<file path="src/rtl/prio_arbiter_rr_pkg.sv">
// Shared types and constants for the prio_arbiter_rr arbiter slice.
package arb_pkg;

  typedef enum logic {
    ARB_IDLE,
    ARB_GRANT
  } arb_state_t;

  localparam logic ARB_MODE_FIXED = 1'b0;
  localparam logic ARB_MODE_RR    = 1'b1;

endpackage : arb_pkg

</file>
<file path="src/rtl/prio_arbiter_rr_if.sv">
// Request/grant bundle between the requesters (master) and the arbiter (slave).
interface prio_arbiter_rr_if #(
  parameter int N = 4
);
  import arb_pkg::*;

  logic                 en;
  logic                 mode;
  logic [N-1:0]         req;
  logic [N-1:0]         gnt;
  logic [$clog2(N)-1:0] gnt_idx;
  logic                 busy;

  modport master (
    output en, mode, req,
    input  gnt, gnt_idx, busy
  );

  modport slave (
    input  en, mode, req,
    output gnt, gnt_idx, busy
  );

endinterface : prio_arbiter_rr_if

</file>
<file path="src/rtl/prio_arbiter_rr_pick.sv">
// Masked priority encoder: highest set index in fixed mode, or the first set
// index found walking upward from start (wrapping mod N) in round-robin mode.
module prio_pick
  import arb_pkg::*;
#(
  parameter int N = 4
) (
  input  logic [N-1:0]         req,
  input  logic [$clog2(N)-1:0] start,
  input  logic                 mode,
  output logic                 found,
  output logic [$clog2(N)-1:0] idx
);

  localparam int IW = $clog2(N);

  // Pick one requester; later loop iterations overwrite earlier ones, so the
  // loop order encodes the priority.
  always_comb begin
    int pos;
    // NOTE: every variable gets a default before any branch, so no path through
    // this block leaves a value unassigned and no latch can be inferred.
    pos   = 0;
    found = |req;
    idx   = '0;
    if (mode == ARB_MODE_FIXED) begin
      for (int i = 0; i < N; i++) begin
        if (req[IW'(i)]) idx = IW'(i);
      end
    end else begin
      // Walk from the farthest offset back to the nearest so the nearest wins.
      for (int k = N - 1; k >= 0; k--) begin
        pos = int'(start) + k;
        if (pos >= N) pos = pos - N;
        if (req[IW'(pos)]) idx = IW'(pos);
      end
    end
  end

endmodule : prio_pick

</file>
<file path="src/rtl/prio_arbiter_rr.sv">
// N-requester arbiter with registered one-hot grants, grant locking and an
// optional round-robin hold limit that preempts a holder when others wait.
module prio_arbiter_rr
  import arb_pkg::*;
#(
  parameter int N        = 4,
  parameter int MAX_HOLD = 8
) (
  input  logic           clk,
  input  logic           rst_n,
  prio_arbiter_rr_if.slave bus
);

  localparam int IW = $clog2(N);
  // A zero MAX_HOLD still needs a one-bit counter to keep the logic legal.
  localparam int HW = (MAX_HOLD > 0) ? $clog2(MAX_HOLD + 1) : 1;
  localparam logic [HW-1:0] HOLD_LAST = (MAX_HOLD > 0) ? HW'(MAX_HOLD - 1) : '0;
  localparam logic [N-1:0]  ONE       = N'(1);
  localparam logic [IW-1:0] IDX_TOP   = IW'(N - 1);

  arb_state_t    state_q, state_d;
  logic [N-1:0]  gnt_q, gnt_d;
  logic [IW-1:0] idx_q, idx_d;
  logic [IW-1:0] last_q, last_d;
  logic [HW-1:0] hold_q, hold_d;

  logic [IW-1:0] start;
  logic          pick_found;
  logic [IW-1:0] pick_idx;
  logic          others;

  // Round-robin search begins just past the most recent winner.
  assign start  = (last_q == IDX_TOP) ? '0 : last_q + 1'b1;
  // Some requester other than the current holder is waiting.
  assign others = |(bus.req & ~gnt_q);

  prio_pick #(.N(N)) u_pick (
    .req   (bus.req),
    .start (start),
    .mode  (bus.mode),
    .found (pick_found),
    .idx   (pick_idx)
  );

  // Next-state and next-grant decision for the two-state grant FSM.
  always_comb begin
    state_d = state_q;
    gnt_d   = gnt_q;
    idx_d   = idx_q;
    last_d  = last_q;
    hold_d  = hold_q;
    unique case (state_q)
      ARB_IDLE: begin
        gnt_d = '0;
        idx_d = '0;
        if (bus.en && pick_found) begin
          state_d = ARB_GRANT;
          gnt_d   = ONE << pick_idx;
          idx_d   = pick_idx;
          last_d  = pick_idx;
          hold_d  = '0;
        end
      end
      ARB_GRANT: begin
        if (!bus.req[idx_q]) begin
          // Holder released: hand over directly, or fall back to idle.
          if (bus.en && others) begin
            gnt_d  = ONE << pick_idx;
            idx_d  = pick_idx;
            last_d = pick_idx;
            hold_d = '0;
          end else begin
            state_d = ARB_IDLE;
            gnt_d   = '0;
            idx_d   = '0;
            hold_d  = '0;
          end
        end else if (bus.mode == ARB_MODE_RR && MAX_HOLD != 0 &&
                     hold_q == HOLD_LAST && others && bus.en) begin
          // Hold limit reached with others waiting; the RR search ends at the
          // holder, so it can only be re-picked if nobody else requests.
          gnt_d  = ONE << pick_idx;
          idx_d  = pick_idx;
          last_d = pick_idx;
          hold_d = '0;
        end else if (hold_q != HOLD_LAST) begin
          hold_d = hold_q + 1'b1;
        end
      end
      default: state_d = ARB_IDLE;
    endcase
  end

  // State and grant registers with asynchronous clear.
  always_ff @(posedge clk or negedge rst_n) begin
    if (!rst_n) begin
      state_q <= ARB_IDLE;
      gnt_q   <= '0;
      idx_q   <= '0;
      last_q  <= IDX_TOP;
      hold_q  <= '0;
    end else begin
      // NOTE: non-blocking assignments so every register samples the values
      // from before this edge, independent of statement order.
      state_q <= state_d;
      gnt_q   <= gnt_d;
      idx_q   <= idx_d;
      last_q  <= last_d;
      hold_q  <= hold_d;
    end
  end

  assign bus.gnt     = gnt_q;
  assign bus.gnt_idx = idx_q;
  assign bus.busy    = |gnt_q;

endmodule : prio_arbiter_rr
</file>
<file path="src/flat_wrapper.sv">
// flat-port wrapper written by rule: the top's interface ports become plain ports
module prio_arbiter_rr_flat import arb_pkg::*;
#(
  parameter int N        = 4,
  parameter int MAX_HOLD = 8
)
  (clk, rst_n, bus_en, bus_mode, bus_req, bus_gnt, bus_gnt_idx, bus_busy);
  prio_arbiter_rr_if #(.N(N)) bus_i ();
  input  logic clk;
  input  logic rst_n;
  input wire logic [$bits(bus_i.en)-1:0] bus_en;
  input wire logic [$bits(bus_i.mode)-1:0] bus_mode;
  input wire logic [$bits(bus_i.req)-1:0] bus_req;
  output wire logic [$bits(bus_i.gnt)-1:0] bus_gnt;
  output wire logic [$bits(bus_i.gnt_idx)-1:0] bus_gnt_idx;
  output wire logic [$bits(bus_i.busy)-1:0] bus_busy;
  assign bus_i.en = bus_en;
  assign bus_i.mode = bus_mode;
  assign bus_i.req = bus_req;
  assign bus_gnt = bus_i.gnt;
  assign bus_gnt_idx = bus_i.gnt_idx;
  assign bus_busy = bus_i.busy;
  prio_arbiter_rr #(.N(N), .MAX_HOLD(MAX_HOLD)) u_core (.clk(clk), .rst_n(rst_n), .bus(bus_i));
endmodule
</file>
<file path="config.mk">
export PLATFORM = sky130hd
export DESIGN_NAME = prio_arbiter_rr_flat
export DESIGN_NICKNAME = d
export VERILOG_FILES = /design/src/rtl/prio_arbiter_rr_pkg.sv /design/src/rtl/prio_arbiter_rr_if.sv /design/src/rtl/prio_arbiter_rr_pick.sv /design/src/rtl/prio_arbiter_rr.sv /design/src/flat_wrapper.sv
export SDC_FILE = /design/constraint.sdc
export NUM_CORES = 1
export LEC_CHECK = 0
export BUFFER_PORTS_ARGS = -buffer_cell sky130_fd_sc_hd__buf_2
export CAP_MARGIN = 20
export CORE_UTILIZATION = 50
export CTS_CLUSTER_DIAMETER = 50
export CTS_CLUSTER_SIZE = 25
export DETAILED_ROUTE_END_ITERATION = 8
export PLACE_DENSITY = 0.73
export SETUP_SLACK_MARGIN = 0.05
export SLEW_MARGIN = 20
export SYNTH_ARGS = -nofsm -noshare
export SYNTH_HDL_FRONTEND = slang
export SYNTH_HIERARCHICAL = 1
export SYNTH_SLANG_ARGS = --single-unit
</file>
<file path="constraint.sdc">
create_clock -name clk -period 6.5 [get_ports clk]
set_input_delay 0.975 -clock clk [delete_from_list [all_inputs] [get_ports clk]]
set_output_delay 0.975 -clock clk [all_outputs]
set_load 0.03 [all_outputs]
</file>
==> results.md, run 1 <==
- Total inserted antenna cells: 0
- Finished Core Util: 60.0%
- Synth warnings: 6
- Drt wl/cell: 15.4 um
- Initial Utilization: 53.6%
- Die width: 45.0 um
- Die area: 0.00203 sq mm
- Status: completed
- Clock Pin Slew Worst Setup and Hold Paths: 0.08 ns
- Tightest Pin Transition: 0.405 ns
- Drt drc: 0
- Final period util: 38.1%
- Final Cell Area: 0.00104 sq mm
- Worst-skew pair later-pin latency: 0.26 ns
- Final hold slack: 0.528 ns
- DR vias: 861
- Post_cts resized: 0
- Pwr/cell area: 454 mW/mm^2
- CP max FO: 8
- Area grow syn2layout: 12.0%
- CP arrival: 2.67 ns
- Dominant cell type by area after synthesis: dfrtp_1
- Setup TNS: 0 ns
- Top cells by area, synth: dfrtp_1, dfstp_2, o211ai_1, a21oi_1, nand3_1
- Max_slew headroom: 72.9%
- Most used flip-flop cell after synthesis: dfrtp_1
- Critical path type: in2reg
- Die Ht: 45.0 um
- Maxcap violations: 0
- Asr flop ratio synth: 100%
- Syn nets: 110
- Sequential element share of the synthesized area: 35.5%
- Total global routing overflow: 0
- Cell row count: 15
- Crit end category: flip-flop
- Final Net Count: 127
- 1st-pass router iterations: 4
- Vias per cell: 6.11
- Top-area cell type share of the netlist area: 29.8%
- Boundary Pins: 15
- Required time worst endpoint: 6.70 ns
- Root Buffer: clkbuf_4
- Flops & latches, synth: 13
- Final WL: 2.17 mm
- Final Setup Violations: 0
- Core Area: 0.00173 sq mm
- CTS H-tree depth: 1
- Postcts setup bufs: 0
- CTS Sinks: 13
- Unrepaired setup endpoints after global routing: false
- Synthesized cell area: 925 sq um
- Vias in the first global route: 783
- Max-slew violation count: 0
- Fmax: 403 MHz
- Crit start category: primary input
- Deepest clock path buffer count: 2
- Routed Antenna Nets: 0
- Placed cell areas: 0.00101 sq mm
- Worst hold path type: reg2reg
- Cells after Synth: 100
- Post-synth EDFFs: 0
- CTS tree: yes
- Initial drt markers: 26
- Hold_buf cts: 0
- PortBufs: 14
- Mean Syn Cell Area: 9.25 sq um
- Clk_skew: 0.00216 ns
- Global-route wire length before repair: 3.56 mm
- Maximum vdd drop: 0.312 mV
- Share of cells above drive strength 1: 25.0%
- Global Route Usage Sum: 24.4%
- Post-synth cell types: 45
- RePlAce Congestion: 0.810
- CTS Buf Count: 3
- Dpl hpwl: 1.65 mm
- Static leakage: 0.476 nW
- Min Tclk post-route: 2.48 ns
- Initial antenna violation count: 0
- Final hold violation count: 0
- Largest net degree at the start of global routing: 16
- HP Start: u_core/hold_q[0]
- CP startpoint: bus_req[0]
- Worst R2R Start: u_core/last_q[0]
-- routing by layer --
layer | up-vias | share of wire [%] | GRT usage [%]
met3 | 2 | 3.5 | 2.40
met2 | 22 | 48 | 38.6
met4 | 0 | 0.60 | 7.27
li1 | 419 | - | -
met1 | 418 | 48 | 35.5
met5 | - | 0 | 0
-- worst max-delay path, stage by stage --
cell     delay, ns
buf_2         0.14
or4_1         0.56
and3b_1       0.25
o21ai_0       0.36
mux2_2        0.38
-- power breakdown --
group	internal (mW)	leakage, nW	switching (mW)
logic	0.109	0.296	0.163
clock network	0.0237	0.0150	0.0249
registers	0.118	0.165	0.0321
total	0.250	0.476	0.220
-- sequential cells by signal, summed over array words and instances, names as in the netlist --
register / cells
u_core/state_q: 1
u_core/bus.gnt: 4
u_core/last_q: 2
u_core/hold_q: 4
u_core/bus.gnt_idx: 2
-- final cells by class --
cell class,instances,area [sq um]
fill,162,691
multi-input combinational,78,554
sequential,13,328
timing repair buffer,14,70.1
tap,25,31.3
clock buffer,4,26.3
inverter,7,26.3
-- per-stage QoR --
step           power (mW)  std cells  worst slack [ns]
3_3_place_gp        0.410        137              3.80
6_report            0.470        141              4.02
4_1_cts             0.468        141              4.05
2_1_floorplan       0.359        100              3.99
3_5_place_dp        0.418        137              3.78
5_1_grt             0.506        141              3.95
-- cell families after synthesis --
group	Yosys count	synth area share (%)
multiplexers	4	6.49
flip-flops	13	35.5
buffers and inverters	9	4.60
adder cells (fa/ha/maj)	2	2.71
AO/OA/AOI/OAI	35	27.6
AND/OR/NAND/NOR	37	23.1
-- synth_stat cells, types with 2 or more instances --
cell	count
o31ai_1	2
nand2b_1	4
or4_1	2
dfrtp_1	11
and3_1	2
nand3_1	7
nor2_1	4
a22o_1	2
o21ai_0	5
o211ai_1	5
nand2_1	7
dfstp_2	2
mux2_2	2
o311a_1	2
ha_1	2
a21oi_1	7
inv_1	6
-- worst paths after layout --
| path | endpoint | slack (ns) | cells past startpoint |
|---|---|---|---|
| max in group asynchronous | u_core/last_q[1] | 5.62 | 1 |
| min reg2reg | u_core/hold_q[0] | 0.53 | 1 |
| max reg2reg | u_core/bus.gnt_idx[1] | 4.26 | 9 |
| min | u_core/hold_q[0] | 0.53 | 1 |
| max | u_core/last_q[0] | 4.02 | 5 |
| min in group asynchronous | u_core/hold_q[2] | 0.59 | 1 |
-- cell usage in the layout, fill, tap and decap left out, types with 3 or more instances in the layout --
cell type and count:
o211ai_1 5, clkbuf_4 3, a21oi_1 7, nand2b_1 4
nand2_1 7, buf_2 14, o21ai_0 5, nand3_1 7
nor2_1 4, dfrtp_1 11, inv_1 6
Note: power is estimated with default switching activity, not from simulation.
==> run 2, diff against run 1 <==
ABC_AREA = 1   (was unset)
PLACE_DENSITY = 0.72   (was 0.73)
clock period = 2.5 ns   (was 6.5 ns; I/O delays follow)
==> results.md, run 2 <==
- RePlAce Congestion: 0.852 (+5.2%)
- Total inserted antenna cells: 0 (unchanged)
- CP peak stage delay: 0.38 ns (-0.18 ns)
- Vias in the first global route: 799 (+2.0%)
- Final Net Count: 178 (+40%)
- Die width: 47.0 um (+4.4%)
- Global-route wire length before repair: 3.30 mm (-7.4%)
- Sequential share of power: 24.3% (-7.5 points)
- CP arrival: 2.31 ns (-0.36 ns)
- Cells after Synth: 148 (+48%)
- HP Start: u_core/last_q[1]
- Worst hold path type: reg2reg
- Initial Utilization: 56.2% (+2.6 points)
- Share of cells above drive strength 1: 26.3% (+1.3 points)
- Initial antenna violation count: 0 (unchanged)
- Unrepaired setup endpoints after global routing: false
- Initial drt markers: 37 (+42%)
- Most frequent cells after synthesis: nand2_1, inv_1, dfrtp_1
- Crit end category: flip-flop
- Fmax: 466 MHz
- Setup ws final: 0.353 ns (-3.67 ns)
- Hold_buf cts: 1 (+1)
- Finished Core Util: 63.8% (+3.8 points)
- CTS Buf Count: 3 (unchanged)
- Setup TNS: 0 ns (unchanged)
- Reg area: 328 sq um (unchanged)
- Final Setup Violations: 0 (unchanged)
- Post-place setup slack: 0.408 ns (-3.37 ns)
- Syn nets: 158 (+44%)
- Required time worst endpoint: 2.67 ns (-4.03 ns)
- Global Route Usage Sum: 21.6% (-2.8 points)
- Slowest stage cell, crit path: dfstp_2
- Final hold violation count: 0 (unchanged)
- Most frequent cells in the layout: nand2_1, inv_1, buf_2
- Total global routing overflow: 0 (unchanged)
- Largest net degree at the start of global routing: 14 (-2)
- Deepest clock path buffer count: 2 (unchanged)
- Logic pwr share: 67.3% (+9.5 points)
- Total power: 1.49 mW (+220%)
- CP startpoint: u_core/last_q[0]
- Area of the multi-input gates: 594 sq um (+7.2%)
- Final period util: 85.9%
- Synthesized cell area: 0.00101 sq mm (+9.5%)
- Routed Antenna Nets: 0 (unchanged)
- Maxcap violations: 0 (unchanged)
- Mean Syn Cell Area: 6.84 sq um (-26%)
- Tightest Pin Transition: 0.413 ns (+0.00777 ns)
- Sw Share: 54.0% (+7.3 points)
- Most common cell after layout, fill and taps aside: nand2_1
- Top cell by count, worst path: nand2_1
- Clk pwr share: 8.4% (-1.9 points)
- Post_cts resized: 0 (unchanged)
- Post-synth cell types: 25 (-44%)
- Pint: 0.685 mW (+170%)
- Worst R2R Start: u_core/last_q[0]
- Dpl hpwl: 1.62 mm (-2.0%)
- Dominant cell type by area after synthesis: dfrtp_1
- Top-area cell type share of the netlist area: 27.2% (-2.6 points)
- Most used flip-flop cell after synthesis: dfrtp_1
- Worst-skew pair later-pin latency: 0.27 ns (about the same)
- Top cells by area, synth: dfrtp_1, nand2_1, inv_1, dfstp_2, nor2_4
- CP max FO: 8 (unchanged)
- 1st-pass router iterations: 4 (unchanged)
- Die area: 0.00221 sq mm (+9.0%)
- Drt drc: 0 (unchanged)
- Max_slew headroom: 72.4% (-0.48 points)
- Cell row count: 15 (unchanged)
- Die Ht: 47.0 um (+4.4%)
- Flops & latches, synth: 13 (unchanged)
- Top-count cell post-synth: nand2_1
- Maximum vdd drop: 0.829 mV (+170%)
- Area grow syn2layout: 13.6%
- Critical path type: reg2reg
- Root Buffer: clkbuf_4
- Synth warnings: 6 (unchanged)
- Net Switching: 0.805 mW (+270%)
- Asr flop ratio synth: 100% (unchanged)
- CTS H-tree depth: 1 (unchanged)
- Layout filler cell count: 182 (+12%)
- Sequential element share of the synthesized area: 32.4% (-3.1 points)
- Max-slew violation count: 0 (unchanged)
- Clock Pin Slew Worst Setup and Hold Paths: 0.08 ns (about the same)
- Crit start category: flip-flop
- Static leakage: 0.675 nW (+42%)
- Boundary Pins: 15 (unchanged)
- Pwr/cell area: 1300 mW/mm^2 (+190%)
- Min Tclk post-route: 2.15 ns
- DR vias: 935 (+8.6%)
- PortBufs: 14 (unchanged)
- Final WL: 2.01 mm (-7.1%)
- Core Area: 0.00180 sq mm (+4.3%)
- Post-synth EDFFs: 0 (unchanged)
- Status: completed
- Drt wl/cell: 10.5 um (-32%)
- CTS tree: yes
- Vias per cell: 4.87 (-20%)
- Clk_skew: 0.00594 ns (+0.00378 ns)
- CP cell instances: ha_1 -> nor2_1 -> inv_2 -> nand2_2 -> nand2_2 -> clkinv_1 -> nand3_1 -> nand2_1 -> nand2_1 -> a21oi_1 -> inv_1 -> nand4_1 -> nand2_1
- Postcts setup bufs: 0 (unchanged)
- CTS Sinks: 13 (unchanged)
run 2: cell types whose count changed after synthesis, moves of 5 or more:
cell / delta
inv_1: +13
o21ai_0: -5
nand2_2: +5
o211ai_1: -5
a21oi_1: -5
nand2_1: +56
nand4_1: +5
run 2: cell type report:
cell class | count | share of cell area [%]
clock buffer | 4 | 2.29
inverter | 24 | 7.83
multi-input combinational | 111 | 51.7
sequential | 13 | 28.5
tap | 25 | 2.72
timing repair buffer | 15 | 6.96
run 2: worst paths after layout:
path / to / slack (ns) / depth (start not counted)
worst min-delay path: u_core/last_q[1] / 0.47 / 2
min in group asynchronous: u_core/bus.gnt_idx[1] / 0.51 / 2
worst min register to register: u_core/last_q[1] / 0.47 / 2
worst max-delay path: u_core/bus.gnt[1] / 0.35 / 13
max in group asynchronous: u_core/last_q[0] / 1.72 / 2
worst max register to register: u_core/bus.gnt[1] / 0.35 / 13
run 2: power by group through the flow:
| stage | logic (mW) | clock network, mW | registers (mW) |
|---|---|---|---|
| after floorplan | 0.730 | 0 | 0.432 |
| after global routing | 1.12 | 0.139 | 0.373 |
| after detailed placement | 0.994 | 0 | 0.367 |
| final | 1.00 | 0.126 | 0.362 |
| after CTS | 1.00 | 0.133 | 0.362 |
| after global placement | 0.987 | 0 | 0.362 |
run 2: critical path, delay by kind of cell, from the launching register on:
kind            cells  cell delay [ns]
buf+inv             3             0.32
fa+ha+maj           1             0.18
simple gates        8             0.83
compound gates      1             0.32
flops               1             0.38
run 2: stage by stage:
| stage | cell area, sq um | hold slack, ns | instances |
|---|---|---|---|
| after floorplan | 1010 | 0.0794 | 148 |
| after global placement | 1110 | 0.275 | 187 |
| after detailed placement | 1110 | 0.275 | 187 |
| after CTS | 1150 | 0.468 | 192 |
| after global routing | 1150 | 0.512 | 192 |
| final | 1150 | 0.471 | 192 |
run 2: cell families after synthesis:
kind of cell	after synthesis	share of synthesized area (%)
xor gates and xnor gates	1	0.865
and+or+nand+nor	101	51.2
adders and majority gates	2	2.47
AOI/OAI and AO/OA	7	4.20
DFF	13	32.4
buffers and inverters	24	8.90
run 2: routing by layer:
| layer | up-vias | global-route usage (%) | wire length, um |
|---|---|---|---|
| met2 | 24 | 34.7 | 886 |
| li1 | 496 | - | - |
| met3 | 4 | 1.15 | 87 |
| met1 | 411 | 29.8 | 1010 |
| met5 | - | 0 | 0 |
| met4 | 0 | 10.3 | 30 |
==> run 3, diff against run 2 <==
ABC_AREA = 0   (was 1)
PLACE_DENSITY = 0.73   (was 0.72)
==> results.md, run 3 (synthesis gave the netlist of run 1 again) <==
- Critical path type: reg2reg
- Cell row count: 15 (unchanged)
- Crit end category: flip-flop
- Drt drc: 0 (unchanged)
- Hold_buf cts: 1 (unchanged)
- Setup ws final: 0.292 ns (-0.0610 ns)
- Most frequent cells in the layout: buf_2, dfrtp_1, nand2_1, a21oi_1, nand3_1
- Core Area: 0.00173 sq mm (-4.2%)
- Clock Pin Slew Worst Setup and Hold Paths: 0.08 ns (about the same)
- Required time worst endpoint: 2.67 ns (about the same)
- CTS tree: yes
- Area grow syn2layout: 14.7%
- Deepest clock path buffer count: 2 (unchanged)
- CTS Sinks: 13 (unchanged)
- Worst reg2reg setup slack: 0.29 ns (-0.06 ns)
- Worst-skew pair later-pin latency: 0.28 ns (about the same)
- Die Ht: 45.0 um (-4.2%)
- Final Cell Area: 0.00106 sq mm (-7.7%)
- CP max FO: 4 (-4)
- Root Buffer: clkbuf_4
- Reg2reg path depth: 9 (-4)
- Unrepaired setup endpoints after global routing: false
- Global Route Usage Sum: 26.3% (+4.7 points)
- Most common cell after layout, fill and taps aside: buf_2
- Worst hold path type: in2async
- Final Net Count: 130 (-27%)
- Vias per cell: 6.27 (+29%)
- Total global routing overflow: 0 (unchanged)
- Setup TNS: 0 ns (unchanged)
- Max-slew violation count: 0 (unchanged)
- Initial antenna violation count: 0 (unchanged)
- Final hold violation count: 0 (unchanged)
- CTS H-tree depth: 1 (unchanged)
- Fmax: 453 MHz (-2.8%)
- Postcts setup bufs: 0 (unchanged)
- Capture point of the worst reg-to-reg path: u_core/bus.gnt_idx[1]
- Crit start category: flip-flop
- Routed Antenna Nets: 0 (unchanged)
- PortBufs: 14 (unchanged)
- Largest net degree at the start of global routing: 16 (+2)
- RePlAce Congestion: 0.836 (-1.9%)
- Boundary Pins: 15 (unchanged)
- Placed cell areas: 0.00102 sq mm (-8.0%)
- Worst R2R Start: u_core/last_q[0]
- Post_cts resized: 0 (unchanged)
- Vias in the first global route: 797 (-0.25%)
- Maxcap violations: 0 (unchanged)
- Initial Utilization: 53.6% (-2.6 points)
- Final Setup Violations: 0 (unchanged)
- Max_slew headroom: 71.8% (-0.57 points)
- 1st-pass router iterations: 4 (unchanged)
- Maximum vdd drop: 0.810 mV (-2.3%)
- Final period util: 88.3% (+2.4 points)
- Global-route wire length before repair: 3.73 mm (+13%)
- Die area: 0.00203 sq mm (-8.3%)
- Status: completed
- Static leakage: 0.489 nW (-28%)
- Initial drt markers: 20 (-46%)
- Die width: 45.0 um (-4.2%)
- CP arrival: 2.38 ns (+0.07 ns)
- DR vias: 903 (-3.4%)
- Min Tclk post-route: 2.21 ns (+0.0610 ns)
- Final WL: 2.23 mm (+11%)
- Tightest Pin Transition: 0.420 ns (+0.00755 ns)
- Clk_skew: 0.00381 ns (-0.00212 ns)
- Total inserted antenna cells: 0 (unchanged)
- Post-place setup slack: 0.305 ns (-0.103 ns)
- CTS Buf Count: 3 (unchanged)
- Drt wl/cell: 15.5 um (+47%)
- Dpl hpwl: 1.64 mm (+1.4%)
- Pwr/cell area: 1160 mW/mm^2 (-10%)
- Share of cells above drive strength 1: 26.1% (-0.30 points)
-- run 3: changes by cell type in the layout (fill, tap and decap cells not counted), sizes merged, moves of 3 or more --
cell / previous run / this run
nor2: 10 / 4
nand4: 6 / 1
a21oi: 3 / 7
mux2: 0 / 3
nand2: 71 / 7
o211ai: 0 / 5
inv: 23 / 7
nand3: 10 / 7
nand2b: 0 / 4
-- run 3: stage by stage --
stage | hold WS [ns] | power, mW | instances | utilization, %
floorplan | 0.0794 | 0.933 | 100 | -
global placement | 0.276 | 1.07 | 139 | 59.3
detailed placement | 0.281 | 1.10 | 139 | 59.3
CTS | 0.493 | 1.24 | 144 | 61.4
global route | 0.523 | 1.33 | 144 | 61.4
finish | 0.495 | 1.24 | 144 | 61.4
-- run 3: power breakdown --
part / internal, mW / leakage (nW) / total (mW) / switching, mW
combinational: 0.294 / 0.309 / 0.715 / 0.421
sequential: 0.305 / 0.165 / 0.385 / 0.0792
clock: 0.0620 / 0.0150 / 0.136 / 0.0739
-- run 3: area by class of cell --
cell class,instances,area [sq um]
Inverter,7,26.3
Clock buffer,4,26.3
Tap cell,25,31.3
Fill cell,170,666
Timing Repair Buffer,17,95.1
Sequential cell,13,328
Multi-Input combinational cell,78,554
-- run 3: critical path, cell delays in order (launching register included) --
cell     delay, ns
dfstp_2       0.38
ha_1          0.18
nor2_1        0.14
inv_1         0.10
a21oi_1       0.15
nor2_1        0.05
o311a_1       0.33
and3_1        0.21
a211o_1       0.31
mux2_2        0.26
-- run 3: worst max path at each step --
stage                startpoint               endpoint  slack, ns
2_1_floorplan  u_core/last_q[0]  u_core/bus.gnt_idx[1]       0.41
4_1_cts        u_core/last_q[0]  u_core/bus.gnt_idx[1]       0.29
3_3_place_gp   u_core/last_q[0]  u_core/bus.gnt_idx[1]       0.35
6_report       u_core/last_q[0]  u_core/bus.gnt_idx[1]       0.29
5_1_grt        u_core/last_q[0]      u_core/bus.gnt[3]       0.16
3_5_place_dp   u_core/last_q[0]  u_core/bus.gnt_idx[1]       0.30
-- run 3: layer usage --
metal	vias up	share of wire, %	routed length (um)	track usage [%]
met4	0	2.2	50	14.5
met2	27	48	1080	40.3
met3	4	4.7	105	2.40
li1	428	-	-	-
met1	444	44	990	36.5
met5	-	0	0	0
